`config.mk`:
```
export PLATFORM = sky130hd
export DESIGN_NAME = rv_imm_gen_pipe
export DESIGN_NICKNAME = d
export VERILOG_FILES = /design/src/rtl/rv_imm_gen_pipe.sv
export SDC_FILE = /design/constraint.sdc
export NUM_CORES = 1
export LEC_CHECK = 0
export ABC_AREA = 1
export BUFFER_PORTS_ARGS = -buffer_cell sky130_fd_sc_hd__buf_4
export CAP_MARGIN = 20
export CELL_PAD_IN_SITES_DETAIL_PLACEMENT = 1
export CELL_PAD_IN_SITES_GLOBAL_PLACEMENT = 2
export CORE_MARGIN = 4
export CORE_UTILIZATION = 32
export CTS_CLUSTER_DIAMETER = 40
export DETAILED_ROUTE_END_ITERATION = 12
export PLACE_DENSITY = 0.86
export SYNTH_ARGS = -nofsm -noshare
export SYNTH_HDL_FRONTEND = slang
export SYNTH_SLANG_ARGS = --single-unit
```
`constraint.sdc`:
```
create_clock -name clk_in -period 1.97 [get_ports clk_in]
set_clock_uncertainty 0.2 [all_clocks]
set_input_delay 0.394 -clock clk_in [delete_from_list [all_inputs] [get_ports clk_in]]
set_output_delay 0.394 -clock clk_in [all_outputs]
set_load 0.005 [all_outputs]
```
`src/rtl/rv_imm_gen_pipe.sv`:
```
// rtl/rv_imm_gen_pipe.sv - registered rv32/rv64 immediate generator with 2-entry skid buffer
// Optional IMM_GEN_PC_TARGET_EN adds pc_in/target_out (pc + imm carried with each word).
module rv_imm_gen_pipe #(
    parameter int XLEN  = 32,
    parameter int TAG_W = 5
) (
    input  logic              clk_in,
    input  logic              rst_n_in,
    input  logic              flush_in,
    input  logic              valid_in,
    output logic              ready_out,
    input  logic [31:7]       instr_in,
    input  logic [2:0]        imm_type_in,
    input  logic [TAG_W-1:0]  tag_in,
    output logic              valid_out,
    input  logic              ready_in,
    output logic [XLEN-1:0]   imm_out,
    output logic [2:0]        imm_type_out,
`ifdef IMM_GEN_PC_TARGET_EN
    input  logic [XLEN-1:0]   pc_in,
    output logic [XLEN-1:0]   target_out,
`endif
    output logic [TAG_W-1:0]  tag_out
);

    generate
        if (XLEN != 32 && XLEN != 64) begin : g_bad_xlen
            $error("rv_imm_gen_pipe: XLEN must be 32 or 64");
        end
    endgenerate

`ifdef IMM_GEN_PC_TARGET_EN
    localparam int PW = 2 * XLEN + 3 + TAG_W;
`else
    localparam int PW = XLEN + 3 + TAG_W;
`endif

    logic [XLEN-1:0] dec_imm;
    logic [PW-1:0]   dec_word;
    logic [PW-1:0]   or_data;
    logic [PW-1:0]   sk_data;
    logic            or_valid;
    logic            sk_valid;
    logic            ready_q;

    // Fill with the sign first, then overwrite the low field; keeps U correct for both XLENs.
    always_comb begin
        dec_imm = {XLEN{instr_in[31]}};
        case (imm_type_in)
            3'b010: dec_imm[11:0] = {instr_in[31:25], instr_in[11:7]};
            3'b011: dec_imm[12:0] = {instr_in[31], instr_in[7], instr_in[30:25],
                                     instr_in[11:8], 1'b0};
            3'b100: dec_imm[31:0] = {instr_in[31:12], 12'h000};
            3'b101: dec_imm[20:0] = {instr_in[31], instr_in[19:12], instr_in[20],
                                     instr_in[30:21], 1'b0};
            3'b110: begin
                dec_imm      = '0;
                dec_imm[4:0] = instr_in[19:15];
            end
            3'b111: begin
                dec_imm = '0;
                if (XLEN == 64) dec_imm[5:0] = instr_in[25:20];
                else            dec_imm[4:0] = instr_in[24:20];
            end
            default: dec_imm[11:0] = instr_in[31:20];
        endcase
    end

`ifdef IMM_GEN_PC_TARGET_EN
    assign dec_word = {pc_in + dec_imm, imm_type_in, tag_in, dec_imm};
    assign {target_out, imm_type_out, tag_out, imm_out} = or_data;
`else
    assign dec_word = {imm_type_in, tag_in, dec_imm};
    assign {imm_type_out, tag_out, imm_out} = or_data;
`endif

    logic accept;
    logic or_free;
    logic sk_valid_nxt;

    assign accept  = valid_in & ready_q;
    assign or_free = ~or_valid | ready_in;

    // A full skid implies a full OR, so it empties exactly when the OR drains.
    always_comb begin
        if (flush_in)      sk_valid_nxt = 1'b0;
        else if (sk_valid) sk_valid_nxt = ~or_free;
        else               sk_valid_nxt = ~or_free & accept;
    end

    always_ff @(posedge clk_in or negedge rst_n_in) begin
        if (!rst_n_in) begin
            or_valid <= 1'b0;
            sk_valid <= 1'b0;
            ready_q  <= 1'b1;
            or_data  <= '0;
            sk_data  <= '0;
        end else begin
            sk_valid <= sk_valid_nxt;
            ready_q  <= ~sk_valid_nxt;
            if (flush_in) begin
                or_valid <= 1'b0;
            end else if (or_free) begin
                or_valid <= sk_valid | accept;
                if (sk_valid)    or_data <= sk_data;
                else if (accept) or_data <= dec_word;
            end else if (accept) begin
                sk_data <= dec_word;
            end
        end
    end

    assign valid_out = or_valid;
    assign ready_out = ready_q;

endmodule

```
==> impl_metrics.yaml, run 1 <==
placed_design:
  place_hpwl_um: 8520
  portBuffers: 79
  gp_congestion: 0.800
  place_area_um2: 4900
yosys:
  syn-cell-area_um2: 4140
  synth_top_area_share: 0.496
  ys_ff_latch: 83
  async_flop_share: 1.00
  seq_area_frac_synth: 0.502
  synth_top_area_cell: "dfrtp_1"
  synthesis.nets: 573
  yosysMostFrequentCell: "nand2_1"
  synth_ff_type: "dfrtp_1"
  synth_edf_count: 0
  synth_area_per_cell_um2: 7.74
  ys_warn_count: 0
  synth_cells: 535
  synthTopCellsByCount: "nand2_1, dfrtp_1, nand3_1"
  ys_types: 25
  synth.area.top_cells: "dfrtp_1, nand2_1, nand3_1"
worst_setup_path:
  path_cells: "nand2_1, nand2_2, nand3_4, inv_4, o211ai_1, nand2_1"
  reg2reg_slack_ns: 0.26
  cp_slowest_stage_delay_ns: 0.53
  crit_fanout: 27
  path_delay_family: "flip-flops"
  start_kind: "flop"
  reg2reg_from: "ready_out"
  critical_path_required_ns: 2.06
  worstPathArrival_ns: 1.80
  worstSetupStartpoint: "ready_out"
  crit_path_top_delay_cell: "dfstp_2"
  endpoint_kind: "flop"
  cp-endpoint: "or_data[39]"
  worstRegToRegCells: 6
  cpMostUsedCell: "nand2_1"
  critical_path_depth: 6
  critPathBufInv: 1
  crit_type: "flop to flop"
  reg2reg_to: "or_data[39]"
detailed_routing:
  post_drt_wl_per_cell_um: 15.6
  drc: 0
  final_antenna_net_count: 0
  routed_wl_um: 12200
  vias: 3709
  via_per_inst: 4.74
  drt_iter0_drc: 132
  dr.pass1.iters: 4
clock_tree:
  clk_latency_ns: 0.35
  cts_made_buffers: 9
  htreeDepth: 3
  postCtsSetupBuffers: 0
  clock_sinks: 83
  cts_tree: "yes"
  path_clk_slew_ns: 0.06
  cts_max_path_buffers: 2
  cts-root-buf: "clkbuf_16"
layout:
  diodes: 0
  stdcell_area_um2: 5230
  final_util: 0.414
  layout-drive-gt1-share: 0.209
  syn_to_final_growth_pct: 26.2
  nets: 644
timing:
  rsz0062_at_grt: "false"
  slew_headroom: 0.633
  hold_ws_ns: 0.103
  max_freq_mhz: 586
  hold_viol: 0
  fin_crit_ns: 1.71
  fin_crit_sh: 0.866
  drv_slew: 0
  tightest_slew_ns: 0.549
  setup_viol: 0
  setup_tns_ns: 0
power_and_ir_drop:
  power.share.clock: 0.358
  leakage_uw: 0.00281
  seq_power_share: 0.441
  p_int_uw: 3660
  combPwrFrac: 0.201
  p_switching_uw: 1460
  swShare: 0.285
  peakVddDrop_mv: 0.365
  fin_total_pwr_uw: 5120
  power.density_nw_per_um2: 979
run:
  maxCapViolCount: 0
worst_hold_path:
  min_path_type: "input pin to flop"
  whs_path_depth: 3
floorplan:
  ios: 80
  core_um2: 12600
  die_y_um: 122
  start_util: 0.328
  dieArea_um2: 14800
  die_x_um: 122
  placementRows: 41
grt:
  overflow: 0
  grt_antenna_before_repair: 0
  grt_pass1_wl_um: 20200
  grt_pass1_vias: 3836
  grt_use_total: 0.175
  grt_start_max_net_pins: 45
outcome:
  status: "completed"
-- how the worst min path moves through the flow --
stage / end / slack, ns / startpoint
final: sk_data[35] / 0.10 / tag_in[3]
after global placement: or_data[28] / 0.14 / rst_n_in
after floorplan: or_data[0] / -0.10 / rst_n_in
after global routing: sk_data[35] / 0.12 / tag_in[3]
after CTS: sk_data[35] / 0.1 / tag_in[3]
after detailed placement: or_data[28] / 0.14 / rst_n_in
-- metrics by stage --
step                      instances  setup slack, ns
after floorplan                 535            0.484
after global placement          766            0.207
after detailed placement        766            0.132
after CTS                       783            0.217
after global routing            783           0.0996
final                           783            0.264
-- repair_timing --
item / 4_1_cts / 5_1_grt
hold buffers: 1 / 0
endpoints found under the hold margin: 25 / 0
resized for setup: 0 / 0
-- sequential cells by signal, summed over array words and instances (netlist names) --
signal,cells
or_data,40
ready_out,1
sk_data,40
sk_valid,1
valid_out,1
-- final cells by class --
class	instances	area, µm²
fill	1585	7390
sequential	83	2080
multi-input combinational	373	1680
timing repair buffer	89	746
clock buffer	11	233
tap	172	215
inverter	50	193
clock inverter	5	77.6
-- per-layer routing --
layer,routed length (µm),part of all wire,up-vias,GRT usage
li1,-,-,1831,-
met3,557,0.046,15,0.0413
met4,240,0.020,0,0.0686
met2,5750,0.47,69,0.272
met1,5690,0.47,1794,0.237
met5,0,0,-,0
-- cells in the final DEF (no fill, tap or decap), types with 4 or more instances in the layout --
cell       Yosys  layout
buf_4          3      82
clkbuf_16      0       9
o21ai_1        5       5
dfrtp_1       82      82
nand2_1      228     228
o21ai_0       37      37
inv_1         46      46
nand2_2        4       4
a21oi_1        6       6
nand3_1       49      49
nand4_1        6       6
o21ai_2        6       6
buf_12         0       6
o211ai_1       8       8
a21oi_2        7       7
nor2_1        12      12
-- kinds of logic after synthesis --
logic type / count (synthesis) / synth area share
simple gates: 303 / 0.304
flops: 83 / 0.502
buf+inv: 79 / 0.0916
compound gates: 69 / 0.100
mux: 1 / 0.00242
-- worst register-to-register path, delay by kind of cell (launching register included) --
kind	cells	cell delay, ns
AOI/OAI and AO/OA	1	0.21
buffers and inverters	1	0.27
DFF	1	0.53
and+or+nand+nor	4	0.43
-- power by group through the flow --
stage	Sequential (µW)	Clock, µW	Combinational, µW
2_1_floorplan	2260	0	548
3_3_place_gp	2270	0	1000
3_5_place_dp	2290	0	1050
4_1_cts	2260	1870	1050
5_1_grt	2300	1940	1180
6_report	2260	1830	1030
(Power assumes the default switching activity.)
==> run 2: changes to the inputs <==
--- a/config.mk
+++ b/config.mk
@@ -15,6 +15,7 @@
 export CTS_CLUSTER_DIAMETER = 40
 export DETAILED_ROUTE_END_ITERATION = 12
 export PLACE_DENSITY = 0.86
+export REMOVE_ABC_BUFFERS = 1
 export SYNTH_ARGS = -nofsm -noshare
 export SYNTH_HDL_FRONTEND = slang
 export SYNTH_SLANG_ARGS = --single-unit
==> impl_metrics.yaml, run 2 (synthesis results as in run 1) <==
grt:
  grt_pass1_vias: 4112
  grt_pass1_wl_um: 20700
  grt_start_max_net_pins: 36
  grt_use_total: 0.176
  use_met1: 0.229
  grt_use_met2: 0.294
  overflow: 0
  grt.busiest_layer: "met2"
  grtUsageMet3: 0.0413
  grt_antenna_before_repair: 0
timing:
  drv_slew: 0
  slew_headroom: 0.651
  max_freq_mhz: 588
  tightest_slew_ns: 0.523
  fin_crit_ns: 1.70
  setup_viol: 0
  hold_viol: 0
  fin_crit_sh: 0.863
  hold_ws_ns: 0.124
  rsz0062_at_grt: "false"
  setup_slack_ns: 0.269
layout:
  largestRegisters: "or_data (40), sk_data (40)"
  diodes: 0
  nets: 645
  stdcell_count: 784
  layout-drive-gt1-share: 0.209
  final_common_cell: "nand2_1"
  mostFrequentLayoutCells: "nand2_1, buf_4, dfrtp_1"
  final_util: 0.408
  syn_to_final_growth_pct: 24.3
detailed_routing:
  vias: 3743
  drt_iter0_drc: 139
  dr.pass1.iters: 4
  drc: 0
  final_antenna_net_count: 0
  via_per_inst: 4.77
  post_drt_wl_per_cell_um: 15.7
  routed_wl_um: 12300
power_and_ir_drop:
  seq_power_share: 0.460
  combPwrFrac: 0.209
  power.density_nw_per_um2: 951
  p_switching_uw: 1430
  p_int_uw: 3470
  leakage_uw: 0.00278
  power.share.clock: 0.330
  swShare: 0.292
  peakVddDrop_mv: 0.446
floorplan:
  die_y_um: 122
  core_um2: 12600
  dieArea_um2: 14800
  die_x_um: 122
  start_util: 0.328
  placementRows: 41
  ios: 80
placed_design:
  portBuffers: 79
  place_hpwl_um: 8530
  gp_congestion: 0.778
  dp.cells: 767
  place_worst_setup_slack_ns: 0.157
clock_tree:
  cts_made_buffers: 9
  htreeDepth: 3
  cts_max_path_buffers: 2
  hold_buffers: 1
  cts-root-buf: "clkbuf_16"
  cts_tree: "yes"
  path_clk_slew_ns: 0.06
  postCtsSetupBuffers: 0
  post_cts_resized: 0
  clk_latency_ns: 0.34
  clock_sinks: 83
worst_setup_path:
  crit_type: "flop to flop"
  path_cells: "inv_4, nand2_2, nand3_4, buf_4, nor2_1, o21ai_1, nand2_1"
  worstPathArrival_ns: 1.73
  critical_path_required_ns: 2.00
  endpoint_kind: "flop"
  critPathBufInv: 2
  crit_path_top_delay_cell: "dfrtp_1"
  path_delay_family: "buffers and inverters"
  crit_fanout: 24
  start_kind: "flop"
  cp_slowest_stage_delay_ns: 0.40
run:
  maxCapViolCount: 0
worst_hold_path:
  min_path_type: "input pin to flop"
outcome:
  status: "completed"
[run 2: cell types whose count changed in the layout (fill, tap and decap cells not counted), sizes merged]
| cell | delta |
|---|---|
| buf | +1 |
| bufinv | -2 |
| clkbuf | +3 |
| clkinvlp | -1 |
[run 2: layer usage]
layer | routed length (µm) | share of wire
met4 | 240 | 0.020
met2 | 5860 | 0.48
met1 | 5710 | 0.46
met3 | 471 | 0.038
met5 | 0 | 0
[run 2: stage by stage]
step	area (µm²)	TNS (ns)	power, µW
6_report	5150	0	4900
5_1_grt	5150	0	5210
4_1_cts	5150	0	4960
3_5_place_dp	4860	0	3330
3_3_place_gp	4860	0	3270
2_1_floorplan	3950	-23.09	2770
[run 2: final cells by class]
| class | count | area, µm² |
|---|---|---|
| Sequential cell | 83 | 2080 |
| Tap cell | 172 | 215 |
| Clock buffer | 14 | 264 |
| Timing Repair Buffer | 90 | 703 |
| Inverter | 50 | 193 |
| Fill cell | 1589 | 7470 |
| Multi-Input combinational cell | 373 | 1680 |
| Clock inverter | 2 | 10.0 |
[run 2: path summary, 6_finish.rpt]
path,cells after the start,endpoint,slack (ns),startpoint
hold reg to reg,2,sk_data[17],0.27,sk_data[17]
max in group asynchronous,3,or_data[22],0.72,rst_n_in
setup reg to reg,7,or_data[18],0.27,sk_valid
hold / removal,3,sk_data[35],0.12,tag_in[3]
setup / recovery,7,or_data[18],0.27,sk_valid
min in group asynchronous,2,sk_valid,0.33,rst_n_in
[run 2: tightest hold or removal path, delay by kind of cell]
family | cells | cell delay (ns)
buffers and inverters | 2 | 0.12
AO/OA/AOI/OAI | 1 | 0.11
[run 2: power by group through the flow]
stage	logic, µW	clock network, µW	registers, µW
floorplan	507	0	2260
global placement	998	0	2270
detailed placement	1040	0	2280
CTS	1050	1650	2260
global route	1190	1720	2300
finish	1020	1620	2250
==> run 3: changes to the inputs <==
--- a/config.mk
+++ b/config.mk
@@ -5,16 +5,17 @@
 export SDC_FILE = /design/constraint.sdc
 export NUM_CORES = 1
 export LEC_CHECK = 0
-export ABC_AREA = 1
+export ABC_AREA = 0
 export BUFFER_PORTS_ARGS = -buffer_cell sky130_fd_sc_hd__buf_4
 export CAP_MARGIN = 20
 export CELL_PAD_IN_SITES_DETAIL_PLACEMENT = 1
 export CELL_PAD_IN_SITES_GLOBAL_PLACEMENT = 2
 export CORE_MARGIN = 4
-export CORE_UTILIZATION = 32
+export CORE_UTILIZATION = 36
 export CTS_CLUSTER_DIAMETER = 40
 export DETAILED_ROUTE_END_ITERATION = 12
-export PLACE_DENSITY = 0.86
+export PLACE_DENSITY = 0.87
+export RECOVER_POWER = 25
 export REMOVE_ABC_BUFFERS = 1
 export SYNTH_ARGS = -nofsm -noshare
 export SYNTH_HDL_FRONTEND = slang
==> impl_metrics.yaml, run 3 <==
outcome:
  status: "completed"
worst_setup_path:
  worstPathArrival_ns: 1.92
  path_delay_family: "flip-flops"
  cp_slowest_stage_delay_ns: 0.58
  endpoint_kind: "flop"
  crit_path_top_delay_cell: "dfstp_2"
  start_kind: "flop"
  crit_type: "flop to flop"
  path_cells: "a21oi_4, or3_4, o31ai_1"
  crit_fanout: 21
  critPathBufInv: 0
  critical_path_required_ns: 2.00
clock_tree:
  path_clk_slew_ns: 0.06
  cts-root-buf: "clkbuf_16"
  clk_latency_ns: 0.34
  clock_sinks: 83
  cts_tree: "yes"
  htreeDepth: 3
  cts_max_path_buffers: 2
  postCtsSetupBuffers: 0
  cts_made_buffers: 9
layout:
  multi_input_area_um2: 2040
  nFillCells: 1349
  layout-drive-gt1-share: 0.335
  syn_to_final_growth_pct: 26.7
  register_area_um2: 2080
  diodes: 0
  nets: 532
  final_common_cell: "buf_4"
  largestRegisters: "or_data (40), sk_data (40)"
  mostFrequentLayoutCells: "buf_4, dfrtp_1, o31ai_1"
  stdcell_area_um2: 5580
yosys:
  ys_ff_latch: 83
  synthTopCellsByCount: "dfrtp_1, o31ai_1, a21oi_1"
  synth_compound_area_frac: 0.256
  synth_top_area_share: 0.466
  syn-cell-area_um2: 4410
  seq_area_frac_synth: 0.471
  async_flop_share: 1.00
  synth_cells: 418
  yosysMostFrequentCell: "dfrtp_1"
  synth-xor-area-share: 0
  synth_top_area_cell: "dfrtp_1"
  synth.area.top_cells: "dfrtp_1, o31ai_1, mux2_2"
  synthSimpleGateAreaFrac: 0.113
  synth_ff_type: "dfrtp_1"
  synth_edf_count: 0
  synth_area_per_cell_um2: 10.5
  synth_top_family_by_area: "compound AO/OA/AOI/OAI gates"
  synth_adder_area_share: 0
  synthMuxAreaShare: 0.0883
  ys_warn_count: 0
  ys_types: 46
timing:
  setup_viol: 0
  max_freq_mhz: 530
  fin_crit_sh: 0.959
  hold_viol: 0
  setup_slack_ns: 0.0816
  slew_headroom: 0.379
  drv_slew: 0
  fin_crit_ns: 1.89
  tightest_slew_ns: 0.927
  rsz0062_at_grt: "false"
detailed_routing:
  via_per_inst: 5.96
  dr.pass1.iters: 5
  post_drt_wl_per_cell_um: 22.4
  drt_iter0_drc: 213
  final_antenna_net_count: 0
  routed_wl_um: 14500
  drc: 0
  vias: 3853
grt:
  grt_start_max_net_pins: 36
  overflow: 0
  grt_pass1_vias: 4271
  grt_pass1_wl_um: 23600
  grt_antenna_before_repair: 0
  grt_use_total: 0.210
floorplan:
  ios: 80
  start_util: 0.367
  die_y_um: 119
  placementRows: 40
  die_x_um: 119
  dieArea_um2: 14100
  core_um2: 12000
power_and_ir_drop:
  power.density_nw_per_um2: 942
  peakVddDrop_mv: 0.342
  leakage_uw: 0.00239
placed_design:
  gp_congestion: 0.805
  place_worst_setup_slack_ns: -0.140
  portBuffers: 79
  place_area_um2: 5270
  place_hpwl_um: 9720
worst_hold_path:
  min_path_type: "input pin to flop"
run:
  maxCapViolCount: 0
==> run 3: layout make-up <==
class / instances / area share
Multi-Input combinational cell: 271 / 0.366
Tap cell: 147 / 0.0329
Clock buffer: 11 / 0.0417
Clock inverter: 5 / 0.0139
Sequential cell: 83 / 0.372
Inverter: 14 / 0.00941
Timing Repair Buffer: 115 / 0.164
==> run 3: cell families after synthesis <==
family	after synthesis
multiplexers	35
AND/OR/NAND/NOR	76
buffers and inverters	64
AO/OA/AOI/OAI	160
flip-flops	83
==> run 3: path summary, 6_finish.rpt <==
path	startpoint	end	cells past startpoint	slack [ns]
setup / recovery	ready_out	or_data[29]	3	0.08
min in group asynchronous	rst_n_in	or_data[38]	2	0.53
max in group asynchronous	rst_n_in	sk_data[9]	3	0.21
setup reg to reg	ready_out	or_data[29]	3	0.08
hold / removal	tag_in[2]	sk_data[34]	2	0.08
hold reg to reg	sk_data[34]	sk_data[34]	1	0.28
==> run 3: layer usage <==
metal / track usage / wire, µm / up-vias / part of all wire
met4: 0.0485 / 190 / 0 / 0.013
met5: 0 / 0 / - / 0
li1: - / - / 1753 / -
met1: 0.275 / 6380 / 1973 / 0.44
met2: 0.352 / 7040 / 112 / 0.49
met3: 0.0498 / 856 / 15 / 0.059
==> run 3: through the flow <==
stage                     instances  total power, µW  utilization  TNS (ns)  hold WS [ns]
after CTS                       646             5310        0.465         0        0.0766
final                           646             5260        0.465         0        0.0794
after global routing            646             5540        0.465         0        0.0796
after floorplan                 368             2820            -    -53.80        -0.102
after detailed placement        629             3490        0.439    -0.935         0.177
after global placement          629             3420        0.439    -0.386         0.166
==> run 3: repair_timing <==
item / in CTS / in global routing
endpoints found under the hold margin: 27 / 0
setup endpoints to repair: 0 / 3
hold buffers: 1 / 0
resized for setup: 0 / 2
==> run 3: power by group <==
part / leakage (µW) / internal, µW / total, µW / switching [µW]
clock: 0.000150 / 1110 / 1800 / 692
combinational: 0.00125 / 603 / 1150 / 551
sequential: 0.000996 / 2080 / 2310 / 221
